<file path="src/rtl/result_ascii_tx.sv">
// Converts one signed result element into decimal ASCII and sends it a byte at a time over the tx_start/tx_busy handshake.
// Optional RESULT_TX_HEX_EN adds fmt_hex to select 4-digit uppercase hex instead of decimal.
module result_ascii_tx #(
   parameter int         DATA_W   = 16,
   parameter logic [7:0] DELIM    = 8'h20,
   parameter logic [7:0] EOL_CHAR = 8'h0A,
   parameter int         MAX_DIG  = 5
) (
   input  logic              sys_clk_in,
   input  logic              sys_rst_n,
   input  logic [DATA_W-1:0] val_data,
   input  logic              val_eol,
   input  logic              val_valid,
`ifdef RESULT_TX_HEX_EN
   input  logic              fmt_hex,
`endif
   output logic              val_ready,
   output logic [7:0]        tx_data,
   output logic              tx_start,
   input  logic              tx_busy,
   output logic              busy
);

   typedef enum logic [2:0] {IDLE, CONV, SIGN, DIGIT, TERM, TX_WAIT} state_t;

   localparam int CW = $clog2(MAX_DIG + 1);
   localparam logic [DATA_W-1:0] TEN = DATA_W'(10);

   state_t            state, state_nxt;
   state_t            ret_q, ret_nxt;
   logic              neg_q, neg_nxt;
   logic              eol_q, eol_nxt;
   logic [DATA_W-1:0] mag_q, mag_nxt;
   logic [3:0]        dbuf_q   [MAX_DIG];
   logic [3:0]        dbuf_nxt [MAX_DIG];
   logic [CW-1:0]     cnt_q, cnt_nxt;
   logic [CW-1:0]     idx_q, idx_nxt;
   logic [7:0]        tx_data_nxt;
   logic              tx_start_nxt;

   function automatic logic [7:0] to_ascii(input logic [3:0] d);
`ifdef RESULT_TX_HEX_EN
      if (d > 4'd9) return 8'h37 + {4'h0, d};
`endif
      return 8'h30 + {4'h0, d};
   endfunction

   assign val_ready = (state == IDLE);
   assign busy      = (state != IDLE);

   always_ff @(posedge sys_clk_in) begin
      if (!sys_rst_n) begin
         state    <= IDLE;
         ret_q    <= IDLE;
         neg_q    <= 1'b0;
         eol_q    <= 1'b0;
         mag_q    <= '0;
         cnt_q    <= '0;
         idx_q    <= '0;
         tx_data  <= 8'h00;
         tx_start <= 1'b0;
         for (int i = 0; i < MAX_DIG; i++) dbuf_q[i] <= '0;
      end else begin
         state    <= state_nxt;
         ret_q    <= ret_nxt;
         neg_q    <= neg_nxt;
         eol_q    <= eol_nxt;
         mag_q    <= mag_nxt;
         cnt_q    <= cnt_nxt;
         idx_q    <= idx_nxt;
         tx_data  <= tx_data_nxt;
         tx_start <= tx_start_nxt;
         for (int i = 0; i < MAX_DIG; i++) dbuf_q[i] <= dbuf_nxt[i];
      end
   end

   always_comb begin
      state_nxt    = state;
      ret_nxt      = ret_q;
      neg_nxt      = neg_q;
      eol_nxt      = eol_q;
      mag_nxt      = mag_q;
      cnt_nxt      = cnt_q;
      idx_nxt      = idx_q;
      tx_data_nxt  = tx_data;
      tx_start_nxt = 1'b0;
      for (int i = 0; i < MAX_DIG; i++) dbuf_nxt[i] = dbuf_q[i];

      case (state)
         IDLE: begin
            if (val_valid) begin
               neg_nxt   = val_data[DATA_W-1];
               eol_nxt   = val_eol;
               // unsigned magnitude: -32768 maps to 32768 without overflow
               mag_nxt   = val_data[DATA_W-1] ? (~val_data + 1'b1) : val_data;
               cnt_nxt   = '0;
               idx_nxt   = '0;
               state_nxt = CONV;
`ifdef RESULT_TX_HEX_EN
               if (fmt_hex) begin
                  neg_nxt = 1'b0;
                  for (int i = 0; i < 4; i++) dbuf_nxt[i] = val_data[4*i +: 4];
                  cnt_nxt   = CW'(4);
                  idx_nxt   = CW'(3);
                  state_nxt = DIGIT;
               end
`endif
            end
         end
         CONV: begin
            dbuf_nxt[cnt_q] = 4'(mag_q % TEN);
            mag_nxt         = mag_q / TEN;
            cnt_nxt         = cnt_q + CW'(1);
            if (mag_nxt == '0) begin
               idx_nxt   = cnt_q;
               state_nxt = SIGN;
            end
         end
         SIGN: begin
            if (!neg_q) begin
               state_nxt = DIGIT;
            end else if (!tx_busy) begin
               tx_data_nxt  = 8'h2D;
               tx_start_nxt = 1'b1;
               ret_nxt      = DIGIT;
               state_nxt    = TX_WAIT;
            end
         end
         DIGIT: begin
            if (!tx_busy) begin
               tx_data_nxt  = to_ascii(dbuf_q[idx_q]);
               tx_start_nxt = 1'b1;
               state_nxt    = TX_WAIT;
               if (idx_q == '0) begin
                  ret_nxt = TERM;
               end else begin
                  ret_nxt = DIGIT;
                  idx_nxt = idx_q - CW'(1);
               end
            end
         end
         TERM: begin
            if (!tx_busy) begin
               tx_data_nxt  = eol_q ? EOL_CHAR : DELIM;
               tx_start_nxt = 1'b1;
               ret_nxt      = IDLE;
               state_nxt    = TX_WAIT;
            end
         end
         TX_WAIT: begin
            // tx_busy is not yet valid while our own pulse is on the wire
            if (!tx_start && !tx_busy) state_nxt = ret_q;
         end
         default: state_nxt = IDLE;
      endcase
   end

endmodule

</file>
<file path="config.mk">
export PLATFORM = sky130hd
export DESIGN_NAME = result_ascii_tx
export DESIGN_NICKNAME = d
export VERILOG_FILES = /design/src/rtl/result_ascii_tx.sv
export SDC_FILE = /design/constraint.sdc
export NUM_CORES = 1
export LEC_CHECK = 0
export ABC_AREA = 1
export BUFFER_PORTS_ARGS = -buffer_cell sky130_fd_sc_hd__buf_2
export CAP_MARGIN = 0
export CELL_PAD_IN_SITES_DETAIL_PLACEMENT = 1
export CELL_PAD_IN_SITES_GLOBAL_PLACEMENT = 1
export CORE_ASPECT_RATIO = 1.1
export CORE_MARGIN = 5
export CORE_UTILIZATION = 45
export CTS_CLUSTER_SIZE = 30
export DETAILED_ROUTE_END_ITERATION = 8
export GPL_TIMING_DRIVEN = 0
export PLACE_DENSITY = 0.86
export SLEW_MARGIN = 0
export SYNTH_ARGS = -nofsm -noshare
export SYNTH_HDL_FRONTEND = slang
export SYNTH_SLANG_ARGS = --single-unit
</file>
<file path="constraint.sdc">
create_clock -name sys_clk_in -period 13.8 [get_ports sys_clk_in]
set_clock_uncertainty 0.2 [all_clocks]
set_input_delay 2.07 -clock sys_clk_in [delete_from_list [all_inputs] [get_ports sys_clk_in]]
set_output_delay 2.07 -clock sys_clk_in [all_outputs]
set_load 0.05 [all_outputs]
</file>
== After elaboration in Yosys (flattened, before gate mapping) ==
Memory sizes are Yosys's and may differ from the RTL's. A register that Yosys moved wholly into a read port is not among the register bits.
Index checks and enable logic that the tools add are counted.

* Bits in registers: 39
* Bits in writable memories: 20
* Bits of input ports: 21
* Logic and storage cells: 98
* Memories kept: 1

{| class="wikitable"
|+ Memories
! name !! words !! bits a word !! rd ports !! clocked after memory_dff !! write ports !! RTL line !! source
|-
| dbuf_q || 5 || 4 || 6 || 1 || 5 || 34 || <nowiki>logic [3:0] dbuf_q [MAX_DIG];</nowiki>
|}

* Add/sub/neg operators: 4
* Divide/modulo/power cells: 2
* Magnitude comparators: 2
* Equality and inequality tests: 13
* Mux-type cells: 43
* Bitwise gates (word level): 7
* Reduce and logical (&&, ||, !) cells: 17

{| class="wikitable"
|+ Operators by type and width
! kind !! count
|-
| $mux W3 || 16
|-
| $mux W16 || 2
|-
| $mux W8 || 4
|-
| $pmux W16 S2 || 1
|-
| $mux W4 || 6
|-
| $pmux W8 S3 || 1
|-
| $bwmux W20 || 1
|-
| $mux W20 || 1
|-
| $pmux W3 S3 || 2
|-
| $add A16 B1 Y16 const B || 1
|-
| $div A16 B4 Y16 const B || 1
|-
| $logic_not A16 Y1 || 1
|-
| $mod A16 B4 Y16 const B || 1
|-
| $ne A2 B2 Y1 const B || 8
|-
| $not A16 Y16 || 1
|-
| $pmux W3 S5 || 1
|-
| $demux W4 S3 || 1
|-
| $reduce_and A5 Y1 || 2
|-
| $reduce_bool A3 Y1 || 3
|-
| $add A6 B4 Y7 const A || 1
|-
| $eq A3 B2 Y1 const B || 2
|-
| $eq A3 B3 Y1 const B || 2
|-
| $logic_not A3 Y1 || 2
|-
| $mux W6 || 1
|-
| other kinds (16) || 26
|}

== Logic depth before layout (Yosys ltp) ==
* Word-level depth: 8
* Depth in mapped cells: 62
* Depth with buffers taken out: 62

== Worst setup path before layout ==
OpenSTA, ideal clock, no wires.

* Kind: reg2reg
* Start point: register mag_q[15]
* End point: register state[0]
* Setup time: 0.109 ns
* Arrival time: 4.535 ns
* Slack: 8.956 ns
* Cell stages (with the launch flop): 58
* Path buffers: 0
* Clock period less this slack: 4.844 ns
* Cells stage by stage: dfxtp_1 -> inv_1 -> nand2_1 -> nand3_1 -> nand2_2 -> nand2_2 -> nand2_1 -> nand3_2 -> nand2_2 -> nand2_1 -> nand2_1 -> nand2_1 -> nand2_2 -> nand2_2 -> nand2_1 -> nand3_2 -> nand2_4 -> nand3_1 -> (+22 left out) -> nand2_1 -> nand2_2 -> nand2_1 -> nand2_1 -> inv_2 -> nand2_4 -> nand2_4 -> nand2_1 -> nand2_1 -> inv_2 -> nand2_2 -> nand2_4 -> nand2_4 -> nand2_1 -> nor2_2 -> nand2_1 -> nand2_1 -> inv_1

* Longest elaborated chain between the ends: 4

{| class="wikitable"
|+ RTL lines
! what !! RTL line !! source
|-
| start: declaration || 33 || <nowiki>logic [DATA_W-1:0] mag_q, mag_nxt;</nowiki>
|-
| start signal: assignment || 68 || <nowiki>mag_q <= mag_nxt;</nowiki>
|-
| $div A16 B4 Y16 || 112 || <nowiki>mag_nxt = mag_q / TEN;</nowiki>
|-
| $logic_not A16 Y1 || 114 || <nowiki>if (mag_nxt == '0) begin</nowiki>
|-
| $ne A2 B2 Y1 (no line) || - ||
|-
| $reduce_and A3 Y1 (no line) || - ||
|-
| end signal: assignment || 64 || <nowiki>state <= state_nxt;</nowiki>
|-
| end: declaration || 29 || <nowiki>state_t state, state_nxt;</nowiki>
|}

Every way passes these cells.
A chain may end at the register's enable or synchronous reset.

==> impl_metrics.json <==
{
  "first_pass_iters": 4,
  "rows": 36,
  "chipWidth_um": 100.9,
  "path_max_fanout": 7,
  "end_kind": "flop",
  "core_area_um2": 8874,
  "synthDistinctLibCells": 41,
  "grt_max_degree": 11,
  "grt_pass1_vias": 4674,
  "cts_tree": "built",
  "critPathLaunchType": "flop",
  "yosysSeqAreaShare": 0.2886,
  "vias": 4420,
  "synth_edf_count": 0,
  "root_buffer": "clkbuf_8",
  "drtAntennaViolNets": 0,
  "cp.depth": 52,
  "fin_crit_sh": 0.4232,
  "mostFrequentLayoutCells": "nand2_1 (153), inv_1 (96), nor2_1 (75)",
  "drv_slew": 0,
  "grt_antenna_before_repair": 0,
  "synth_area_um2": 4093,
  "cts_setup_buffers": 0,
  "clk_latency_ns": 0.35,
  "nets": 733,
  "critPathKind": "reg -> reg",
  "crit_buf_inv": 6,
  "critPathArrivalTime_ns": 5.92,
  "slowest_stage": "dfxtp_1",
  "grt_usage": 0.2379,
  "cts_resized": 0,
  "syn_to_final_growth_pct": 10.64,
  "clk_pin_slew_ns": 0.06,
  "fill_cells": 1263,
  "max_stage_delay_ns": 0.44,
  "min_path_type": "reg -> reg",
  "cap_violations": 0,
  "drc_errors": 0,
  "ys_seq_elements": 59,
  "io_buffers": 28,
  "cpLargestDelayFamily": "simple AND/OR/NAND/NOR gates",
  "cts_buffers": 9,
  "finalSetupTns_ns": 0,
  "cts_buffer_depth": 2,
  "async_flop_share": 0,
  "die_h_um": 110.0,
  "drtIter0Drc": 218,
  "overflow": 0,
  "reg2reg_depth": 52,
  "wire_per_inst_um": 14.90,
  "min_period_ns": 5.840,
  "avgSynthCellArea_um2": 6.127,
  "path_common_cell": "nand2_1",
  "hold_depth": 2,
  "slew_headroom": 0.2124,
  "via_per_inst": 5.364,
  "layout-drive-gt1-share": 0.1366,
  "timing.fmax_mhz": 171.2,
  "h-tree-depth": 3,
  "hold_buffers": 0,
  "status": "complete, no violations",
  "ys.flop_type": "dfxtp_1",
  "yosys_warnings": 0,
  "tightest_slew_ns": 1.171,
  "synthCells": 668,
  "required_ns": 13.88,
  "initial_utilization": 0.4612,
  "grt_setup_unrepaired": "false",
  "diodes": 0,
  "gp_congestion": 0.8823,
  "hold_viol": 0,
  "wl_um": 12270,
  "final_common_cell": "nand2_1",
  "cts.sink_count": 59,
  "hpwl_um": 9807,
  "final-setup-viol-count": 0,
  "die-area_um2": 11100,
  "ioPinCount": 32,
  "grt_pass1_wl_um": 21070
}
-- layout make-up --
class                   instances  area, um^2  area share
multi-input cells             484        2435      0.5377
plain buffers                  14       60.06     0.01326
well taps                     114       142.6     0.03150
clock buffers                  13       148.9     0.03288
flip-flops and latches         59        1181      0.2608
repair buffers                 28       140.1     0.03095
inverters                     112       420.4     0.09284
-- worst min-delay path: cells and delay by family, from the launching register on --
family	cells	cell delay (ns)
AO/OA/AOI/OAI	1	0.05
flip-flops	1	0.31
AND/OR/NAND/NOR	1	0.06
-- Yosys cell counts (all sizes together), types with 2 or more instances --
master,n,share of area
xor2,4,0.0086
o21ai,43,0.056
nor4,4,0.0061
nor2,76,0.070
clkinv,2,0.0018
clkbuf,12,0.011
nor3,13,0.016
a21oi,51,0.062
nand3,67,0.094
ha,4,0.012
o21bai,2,0.0037
a31oi,5,0.0076
nand3b,2,0.0037
a32oi,2,0.0043
nand4,6,0.0092
o211ai,3,0.0055
buf,2,0.0037
dfxtp,59,0.29
a221oi,2,0.0043
o22ai,6,0.0092
inv,110,0.10
nand2,182,0.20
-- flip-flops by register name (all words and copies together) (netlist names), named ones only --
| name | cells |
|---|---|
| tx_start | 1 |
| cnt_q | 3 |
| dbuf_q | 20 |
| idx_q | 3 |
| ret_q | 2 |
| state | 3 |
| tx_data | 6 |
| eol_q | 1 |
| mag_q | 16 |
| neg_q | 1 |
-- kinds of logic (layout without fill, tap and decap cells) --
kind of cell	Yosys count	count (layout)	share of synthesized area
AO/OA/AOI/OAI	121	121	0.1700
XOR/XNOR	5	5	0.01070
AND/OR/NAND/NOR	352	352	0.4002
adder cells (fa/ha/maj)	4	4	0.01223
other	1	2	0.0009163
flip-flops	59	59	0.2886
buffers and inverters	126	167	0.1174
-- final timing paths --
kind	to	startpoint	slack, ns
max	flop	mag_q[15]$_SDFFE_PN0P_	7.96
min reg2reg	tx_data[4]$_SDFFE_PN0P_	tx_data[4]$_SDFFE_PN0P_	0.27
max reg2reg	flop	mag_q[15]$_SDFFE_PN0P_	7.96
min	tx_data[4]$_SDFFE_PN0P_	tx_data[4]$_SDFFE_PN0P_	0.27
-- metal layers --
| layer | GRT usage | part of all wire |
|---|---|---|
| met5 | 0 | 0 |
| met4 | 0.09972 | 0.023 |
| met3 | 0.03524 | 0.029 |
| met2 | 0.4534 | 0.53 |
| met1 | 0.2608 | 0.42 |
-- per-stage QoR --
| step | std cells | hold WS, ns | instance area (um^2) | setup WS (ns) | utilization |
|---|---|---|---|---|---|
| 2_1_floorplan | 669 | 0.2454 | 4096 | 8.956 | - |
| 3_3_place_gp | 811 | 0.2465 | 4379 | 8.254 | 0.4935 |
| 3_5_place_dp | 811 | 0.2605 | 4379 | 7.930 | 0.4935 |
| 4_1_cts | 824 | 0.2731 | 4528 | 7.927 | 0.5103 |
| 5_1_grt | 824 | 0.2916 | 4528 | 7.161 | 0.5103 |
| 6_report | 824 | 0.2656 | 4528 | 7.960 | 0.5103 |
Power is not shown: default switching activity piles up to over one toggle a cycle in this logic, so the estimate is an artifact.
